==> src/rtl/awg_pkg.sv <==
// Shared definitions for the triangle-generator sweep controller.
// Holds the config register map, mode bit positions, FSM state encoding
// and sweep direction constants.
package awg_pkg;

  localparam logic [2:0] REG_FSTART = 3'd0;
  localparam logic [2:0] REG_FSTOP  = 3'd1;
  localparam logic [2:0] REG_FSTEP  = 3'd2;
  localparam logic [2:0] REG_DWELL  = 3'd3;
  localparam logic [2:0] REG_AMP    = 3'd4;
  localparam logic [2:0] REG_PHASE  = 3'd5;
  localparam logic [2:0] REG_MODE   = 3'd6;

  localparam int MODE_LOOP   = 0;
  localparam int MODE_BOUNCE = 1;

  typedef enum logic [1:0] {
    ST_IDLE = 2'd0,
    ST_RUN  = 2'd1,
    ST_DONE = 2'd2
  } state_e;

  typedef enum logic {
    DIR_UP   = 1'b0,
    DIR_DOWN = 1'b1
  } dir_e;

endpackage

==> src/rtl/awg_dwell_timer.sv <==
// Dwell timer: counts cycles spent on one frequency step.
//   clk, rst   : clock, synchronous active-high reset
//   en_i       : count this cycle
//   clr_i      : force the count back to zero (wins over en_i)
//   limit_i    : terminal count; a step lasts limit_i+1 cycles
//   expire_o   : high in the last cycle of a step
module awg_dwell_timer #(
  parameter int DW = 16
) (
  input  logic          clk,
  input  logic          rst,
  input  logic          en_i,
  input  logic          clr_i,
  input  logic [DW-1:0] limit_i,
  output logic          expire_o
);

  logic [DW-1:0] cnt_q, cnt_d;

  assign expire_o = en_i && (cnt_q == limit_i);

  always_comb begin
    cnt_d = cnt_q;
    if (clr_i)     cnt_d = '0;
    else if (en_i) cnt_d = expire_o ? '0 : cnt_q + DW'(1);
  end

  always_ff @(posedge clk) begin
    if (rst) cnt_q <= '0;
    else     cnt_q <= cnt_d;
  end

endmodule

==> src/rtl/awg_sweep_ctrl.sv <==
// Sweep scheduler / config front-end for the triangle generator.
//   clk, rst           : clock, synchronous active-high reset
//   cfg_wr/addr/data   : shadow register writes (never touch a running sweep)
//   start, stop        : sweep commands (stop wins when both are set)
//   busy, done         : RUN indication, one-shot completion pulse
//   en, freq, amp, phase : generator controls, driven from the active copy
module awg_sweep_ctrl
  import awg_pkg::*;
#(
  parameter int FW = 12,
  parameter int DW = 16,
  parameter int PW = 8
) (
  input  logic          clk,
  input  logic          rst,
  input  logic          cfg_wr,
  input  logic [2:0]    cfg_addr,
  input  logic [15:0]   cfg_data,
  input  logic          start,
  input  logic          stop,
  output logic          busy,
  output logic          done,
  output logic          en,
  output logic [FW-1:0] freq,
  output logic [2:0]    amp,
  output logic [PW-1:0] phase
);

  // shadow (software-visible) and active (sweep-owned) copies
  logic [FW-1:0] s_fstart_q, s_fstop_q, s_fstep_q;
  logic [DW-1:0] s_dwell_q;
  logic [2:0]    s_amp_q;
  logic [PW-1:0] s_phase_q;
  logic [1:0]    s_mode_q;

  logic [FW-1:0] a_fstart_q, a_fstop_q, a_fstep_q;
  logic [DW-1:0] a_dwell_q;
  logic [2:0]    a_amp_q;
  logic [PW-1:0] a_phase_q;
  logic [1:0]    a_mode_q;

  state_e        state_q, state_d;
  dir_e          dir_q, dir_d;
  logic [FW-1:0] freq_q, freq_d;
  logic          load;
  logic          expire;

  always_ff @(posedge clk) begin
    if (rst) begin
      s_fstart_q <= '0;
      s_fstop_q  <= '0;
      s_fstep_q  <= FW'(1);
      s_dwell_q  <= '0;
      s_amp_q    <= 3'd1;
      s_phase_q  <= '0;
      s_mode_q   <= '0;
    end else if (cfg_wr) begin
      case (cfg_addr)
        REG_FSTART: s_fstart_q <= cfg_data[FW-1:0];
        REG_FSTOP:  s_fstop_q  <= cfg_data[FW-1:0];
        // zero step would stall the sweep forever; zero amp divides by zero downstream
        REG_FSTEP:  s_fstep_q  <= (cfg_data[FW-1:0] == '0) ? FW'(1) : cfg_data[FW-1:0];
        REG_DWELL:  s_dwell_q  <= cfg_data[DW-1:0];
        REG_AMP:    s_amp_q    <= (cfg_data[2:0] == 3'd0) ? 3'd1 : cfg_data[2:0];
        REG_PHASE:  s_phase_q  <= cfg_data[PW-1:0];
        REG_MODE:   s_mode_q   <= cfg_data[1:0];
        default: ;
      endcase
    end
  end

  awg_dwell_timer #(.DW(DW)) u_dwell (
    .clk      (clk),
    .rst      (rst),
    .en_i     (state_q == ST_RUN),
    .clr_i    (state_q != ST_RUN),
    .limit_i  (a_dwell_q),
    .expire_o (expire)
  );

  // step arithmetic one bit wider so neither direction can wrap
  logic [FW:0]   sum, diff;
  logic [FW-1:0] up_val, dn_val;
  logic          degen, bounce, loop;

  assign sum    = {1'b0, freq_q} + {1'b0, a_fstep_q};
  assign diff   = {1'b0, freq_q} - {1'b0, a_fstep_q};
  assign up_val = (sum > {1'b0, a_fstop_q}) ? a_fstop_q : sum[FW-1:0];
  assign dn_val = (diff[FW] || (diff[FW-1:0] < a_fstart_q)) ? a_fstart_q : diff[FW-1:0];
  assign degen  = (a_fstart_q >= a_fstop_q);
  assign bounce = a_mode_q[MODE_BOUNCE];
  assign loop   = a_mode_q[MODE_LOOP];

  always_comb begin
    state_d = state_q;
    dir_d   = dir_q;
    freq_d  = freq_q;
    load    = 1'b0;
    unique case (state_q)
      ST_IDLE: if (start && !stop) begin
        state_d = ST_RUN;
        load    = 1'b1;
        freq_d  = s_fstart_q;
        dir_d   = DIR_UP;
      end
      ST_RUN: begin
        if (stop) state_d = ST_IDLE;
        else if (expire) begin
          // empty range: park on f_start; repeating modes never finish
          if (degen) begin
            if (!(loop || bounce)) state_d = ST_DONE;
          end else if (dir_q == DIR_UP) begin
            if (freq_q < a_fstop_q) freq_d = up_val;
            else if (bounce) begin
              dir_d  = DIR_DOWN;
              freq_d = dn_val;
            end else if (loop) freq_d = a_fstart_q;
            else state_d = ST_DONE;
          end else begin
            if (freq_q > a_fstart_q) freq_d = dn_val;
            else begin
              dir_d  = DIR_UP;
              freq_d = up_val;
            end
          end
        end
      end
      ST_DONE: state_d = ST_IDLE;
      default: state_d = ST_IDLE;
    endcase
  end

  always_ff @(posedge clk) begin
    if (rst) begin
      state_q    <= ST_IDLE;
      dir_q      <= DIR_UP;
      freq_q     <= '0;
      a_fstart_q <= '0;
      a_fstop_q  <= '0;
      a_fstep_q  <= FW'(1);
      a_dwell_q  <= '0;
      a_amp_q    <= 3'd1;
      a_phase_q  <= '0;
      a_mode_q   <= '0;
    end else begin
      state_q <= state_d;
      dir_q   <= dir_d;
      freq_q  <= freq_d;
      if (load) begin
        a_fstart_q <= s_fstart_q;
        a_fstop_q  <= s_fstop_q;
        a_fstep_q  <= s_fstep_q;
        a_dwell_q  <= s_dwell_q;
        a_amp_q    <= s_amp_q;
        a_phase_q  <= s_phase_q;
        a_mode_q   <= s_mode_q;
      end
    end
  end

  assign en    = (state_q == ST_RUN);
  assign busy  = (state_q == ST_RUN);
  assign done  = (state_q == ST_DONE);
  assign freq  = freq_q;
  assign amp   = a_amp_q;
  assign phase = a_phase_q;

endmodule

==> config.mk <==
export PLATFORM = sky130hd
export DESIGN_NAME = awg_sweep_ctrl
export DESIGN_NICKNAME = d
export VERILOG_FILES = /design/src/rtl/awg_pkg.sv /design/src/rtl/awg_dwell_timer.sv /design/src/rtl/awg_sweep_ctrl.sv
export SDC_FILE = /design/constraint.sdc
export NUM_CORES = 1
export LEC_CHECK = 0
export BUFFER_PORTS_ARGS = -buffer_cell sky130_fd_sc_hd__buf_2
export CELL_PAD_IN_SITES_DETAIL_PLACEMENT = 0
export CELL_PAD_IN_SITES_GLOBAL_PLACEMENT = 1
export CORE_UTILIZATION = 50
export DETAILED_ROUTE_END_ITERATION = 10
export PLACE_DENSITY_LB_ADDON = 0.1
export SLEW_MARGIN = 30
export SYNTH_ARGS = -nofsm -noshare
export SYNTH_HDL_FRONTEND = slang
export SYNTH_SLANG_ARGS = --single-unit
==> constraint.sdc <==
create_clock -name clk -period 11.6 [get_ports clk]
set_input_delay 1.74 -clock clk [delete_from_list [all_inputs] [get_ports clk]]
set_output_delay 1.74 -clock clk [all_outputs]
set_load 0.02 [all_outputs]
== Yosys cells after proc, flatten, opt, wreduce, memory -nomap -nowiden ==
Index checks and enable logic that the tools add are counted.
Widths: inputs -> output; s select.
Storage, ports and cells
  register bits: 161
  input port bits: 24
Cells by class
  reduce and logical (&&, ||, !) cells: 21
  mux-type cells: 36
  order comparisons: 5
  add/sub/neg operators: 3
  equality and inequality tests: 21
Operators with widths (count)
  $mux 12: 12
  $lt 12x12->1: 2
  $pmux 12 s2: 1
  $ne 4x4->1 const B: 5
  $mux 2: 9
  $add 16x1->16 const B: 1
  $eq 16x16->1: 1
  $mux 16: 1
  $reduce_and 2->1: 7
  $add 12x12->13: 1
  $gt 13x12->1: 1
  $sub 12x12->13: 1
  $ge 12x12->1: 1
  $gt 12x12->1: 1
  $logic_not 12->1: 1
  $mux 1: 10
  $eq 3x3->1 const B: 3
  $ne 2x2->1 const B: 4
  $reduce_and 7->1: 1
  $eq 3x2->1 const B: 2
  $logic_not 3->1: 2
  $reduce_and 6->1: 1
  $ne 5x5->1 const B: 1
  $reduce_and 5->1: 1
  14 further kinds: 16

== Longest topological paths before layout ==
  word-level depth: 11
  depth in mapped cells: 19
  gate-level depth less buffers: 18

== Hierarchy ==
Synthesis repeated with hierarchy kept, for this count alone.
Second synthesis, totals
  cells, all modules: 1218
  area total of the unflattened synthesis: 9524.1 um^2
Modules (own cells, without submodules)
  awg_sweep_ctrl: area each 8495.6 um^2, cells an instance 1105, instances 1
  awg_dwell_timer: area each 1028.5 um^2, cells an instance 113, instances 1

== Worst setup path after synthesis ==
OpenSTA, ideal clock, no wires.
  path kind: register to register
  start: register freq_q[0] (netlist: freq[0])
  end: register freq_q[4] (netlist: freq[4])
  slack: 7444 ps
  data required time: 11470 ps
  setup time: 130 ps
  path buffers: 1
  arrival: 4026 ps
  period minus slack after synthesis: 4156 ps
  cell stages (with the launch flop): 18
  cell sequence: dfxtp_1 > ha_1 > fa_1 > nor2b_1 > o21ai_0 > a31oi_1 > a21oi_1 > o21bai_1 > xnor2_1 > ha_1 > a21o_1 > a211oi_1 > o2111ai_1 > a21oi_1 > buf_2 > mux2_2 > a2111oi_1 > o31ai_1
Between the ends
  longest elaborated chain between the ends: 11
  elaborated cells on any way between the ends: 19
Ends and longest elaborated chain
  start: declaration: line awg_sweep_ctrl.sv:44  | logic [FW-1:0] freq_q, freq_d;
  start signal: assignment: line awg_sweep_ctrl.sv:148  | freq_q <= freq_d;
  $sub 12x12->13: line awg_sweep_ctrl.sv:87  | assign diff = {1'b0, freq_q} - {1'b0, a_fstep_q};
  $lt 12x12->1: line awg_sweep_ctrl.sv:89  | assign dn_val = (diff[FW] || (diff[FW-1:0] < a_fstart_q)) ? a_fstart_q : diff[FW-1:0];
  $logic_or 1x1->1: line awg_sweep_ctrl.sv:89
  $mux 12: line awg_sweep_ctrl.sv:89
  $mux 12: line awg_sweep_ctrl.sv:114  | else if (bounce) begin
  $mux 12: line awg_sweep_ctrl.sv:113  | if (freq_q < a_fstop_q) freq_d = up_val;
  $mux 12: line awg_sweep_ctrl.sv:112  | end else if (dir_q == DIR_UP) begin
  $mux 12: line awg_sweep_ctrl.sv:110  | if (degen) begin
  $mux 12: line awg_sweep_ctrl.sv:108  | else if (expire) begin
  $mux 12: line awg_sweep_ctrl.sv:107  | if (stop) state_d = ST_IDLE;
  $pmux 12 s2: line awg_sweep_ctrl.sv:99  | unique case (state_q)
Several ways; a longest one is shown, not always the timed one. The select of a mux whose other input is x is not followed.
A chain may end at the register's enable or synchronous reset.

== Worst setup path in the final report ==
  start: register freq_q[0] (netlist: freq[0])
  end: register freq_q[1] (netlist: freq[1])
The elaborated chain is that of the path after synthesis.

==> reports/qor.csv <==
stage,metric,value,unit
floorplan,I/O Pins,50,
global_route,Total Routing Usage GR,27.5,%
floorplan,Die W,137,microns
floorplan,Rows,48,
layout,share of layout cells above drive strength 1,9.54,%
clocking,postcts setup bufs,0,
sta,"Setup violations, final",0,
sta,max-slew violations,0,
drt,WL/cell,17.8,microns
layout,most frequent cells in the layout,"nand2_1 (281), dfxtp_1 (161), a21oi_1 (157), ha_1 (83), nor2_1 (72)",
setup_path,WS Path Type,flip-flop to flip-flop,
clocking,clock sinks,161,
floorplan,Die ar.,18800,sq um
sta,post-route setup TNS,0,ps
sta,Fmax achieved,211,MHz
yosys,Main synth FF type,dfxtp_1,
floorplan,Initial Util,51.9,%
clocking,Hold Buf Count CTS,0,
yosys,Post-synth EDFFs,0,
sta,crit path time final,4740,ps
global_route,initial antenna violation count,0,
clocking,Worst-Skew Late Latency,430,ps
layout,antenna cells,0,
setup_path,Worst Setup End Kind,flip-flop,
power,PwrDens,135,nW/um^2
yosys,Syn Std Cell Area,9110,sq um
placed_design,"worst slack, placed",6950,ps
yosys,Synth Instances,1159,
global_route,"Remaining Overflow, GRT",0,
layout,"commonest non-fill, non-tap cell in the layout",nand2_1,
clocking,cts repair resizes,0,
drt,WL final,25000,microns
global_route,first-pass GRT wire length,39400,microns
sta,final hold slack,452,ps
clocking,CTS buffer count,17,
global_route,largest net degree at the start of global routing,69,
power,P_leak,3.83,nW
setup_path,worst path required time,11890,ps
clocking,Clock Path Buffers,2,
layout,fillcell total,1746,
sta,period utilization,40.8,%
clocking,clk slew on worst S/H paths,70,ps
run,Max Cap Violations,0,
drt,First-pass DRT Iterations,5,
clocking,H-tree levels,4,
yosys,net count of the mapped netlist,1268,
yosys,yosys warns,0,
drt,Vias,8041,
floorplan,die height,137,microns
drt,drc violations,0,
placed_design,RePlAce Congestion,0.928,
yosys,syn avg cell area,7.86,sq um
global_route,number of global-route vias before repair,7407,
drt,initial drt markers,401,
sta,"Hold Vio Cnt, Final",0,
min_path,hold crit path type,flip-flop to flip-flop,
drt,Antenna Nets Post-Route,0,
yosys,Async SR Flop Fraction,0,%
sta,max-slew headroom at the worst pin,36.2,%
setup_path,Max Fanout on Critical Path,15,
sta,final worst slack,6860,ps
yosys,Yosys reg bits,161,
sta,RSZ-0062 raised after global routing,no,
clocking,CTS root buffer,clkbuf_16,
clocking,CTS tree,done,
floorplan,core area,17500,sq um
sta,slew at the pin closest to its max-slew limit,953,ps
setup_path,CP startpoint kind,flip-flop,
placed_design,half-perimeter wire length after placement,18600,microns
outcome,run status,finished clean,
setup_path,crit path DAT,5030,ps
placed_design,buffers added on ports,49,
yosys,"Seq/Total Area, Yosys",35.4,%
layout,nets@finish,1281,
yosys,Unique masters post-synth,66,
power,VDD IR-drop max,89.1,uV
layout,Layout Area Growth over Synthesis,10.8,%
sta,Final Skew,10.7,ps
drt,Vias per Instance,5.70,
==> worst max-delay path, stage by stage, from the launching register on <==
cell and delay, ps:
dfxtp_1 350, inv_1 90, ha_1 160, inv_1 50, fa_1 390, a21o_1 230
a221oi_2 420, o21bai_1 100, a21oi_1 180, xnor2_1 130, ha_1 340, and3_1 180
o2111ai_1 110, o31a_1 320, a221oi_4 690, mux2i_1 260, nor2_1 50, a2111oi_0 410
o31ai_1 110
==> through the flow <==
stage	total power [W]	std cells	area (sq um)	util (%)
after floorplan	0.000707	1159	9110	-
after global placement	0.000757	1378	9420	53.7
after detailed placement	0.000758	1378	9430	53.8
after CTS	0.00137	1410	10100	57.5
after global routing	0.00141	1410	10100	57.5
final	0.00136	1410	10100	57.5
==> Yosys cell counts, types with 6 or more instances <==
cell type | number | area, sq um
xor2_1 | 9 | 78.8
dfxtp_1 | 161 | 3220
a21oi_1 | 158 | 791
inv_1 | 51 | 191
clkbuf_1 | 50 | 188
o31ai_1 | 14 | 105
nand3_1 | 24 | 120
nor3_1 | 8 | 40.0
ha_1 | 83 | 1040
nor2b_1 | 7 | 43.8
nand2b_1 | 10 | 62.6
a211oi_1 | 10 | 75.1
nor4_1 | 6 | 37.5
nand4_1 | 10 | 62.6
a21o_1 | 15 | 113
xnor2_1 | 35 | 307
or3_1 | 7 | 43.8
nand2_1 | 281 | 1050
nor2_1 | 72 | 270
mux2i_1 | 20 | 200
mux2_2 | 7 | 78.8
o21ai_0 | 20 | 100
==> power breakdown <==
| group | internal [W] | switching (W) |
|---|---|---|
| logic | 0.0000634 | 0.000118 |
| registers | 0.000561 | 0.00000667 |
| clock network | 0.000376 | 0.000238 |
| total | 0.00100 | 0.000363 |
==> area by class of cell <==
| type | count | area, sq um | share of cell area [%] |
|---|---|---|---|
| multi-input cells | 886 | 5450 | 54.0 |
| flip-flops and latches | 161 | 3220 | 32.0 |
| clock buffers | 19 | 453 | 4.49 |
| repair buffers | 55 | 293 | 2.90 |
| well taps | 225 | 282 | 2.79 |
| clock inverters | 13 | 199 | 1.97 |
| inverters | 51 | 191 | 1.90 |
==> logic make-up after synthesis <==
kind of cell             share of synthesized area (%)
multiplexers                                      3.06
AND/OR/NAND/NOR                                   21.2
AO/OA/AOI/OAI                                     19.2
buffers and inverters                             5.04
XOR/XNOR                                          4.23
adder cells (fa/ha/maj)                           11.8
flip-flops                                        35.4
==> worst paths after layout <==
kind | from | end | slack [ps] | cells after the start
worst min register to register | s_dwell_q[2] | a_dwell_q[2] | 450 | 2
worst min-delay path | s_dwell_q[2] | a_dwell_q[2] | 450 | 2
worst max-delay path | freq[0] | freq[1] | 6860 | 18
worst max register to register | freq[0] | freq[1] | 6860 | 18
==> state kept, by name, summed over array words and instances, names as in the netlist, 12 cells and up <==
name           cells
a_dwell_q         16
freq              12
s_dwell_q         16
s_fstep_q         12
a_fstart_q        12
u_dwell.cnt_q     16
s_fstop_q         12
a_fstep_q         12
a_fstop_q         12
s_fstart_q        12
==> metal layers <==
metal | share of wire, % | wire length (microns) | global-route usage, % | up-vias
li1 | - | - | - | 4020
met1 | 46 | 11500 | 35.6 | 3783
met2 | 49 | 12200 | 47.0 | 194
met3 | 3.2 | 794 | 3.63 | 44
met4 | 2.3 | 587 | 9.34 | 0
met5 | 0 | 0 | 0 | -
Note: power is estimated with default switching activity, not from simulation.
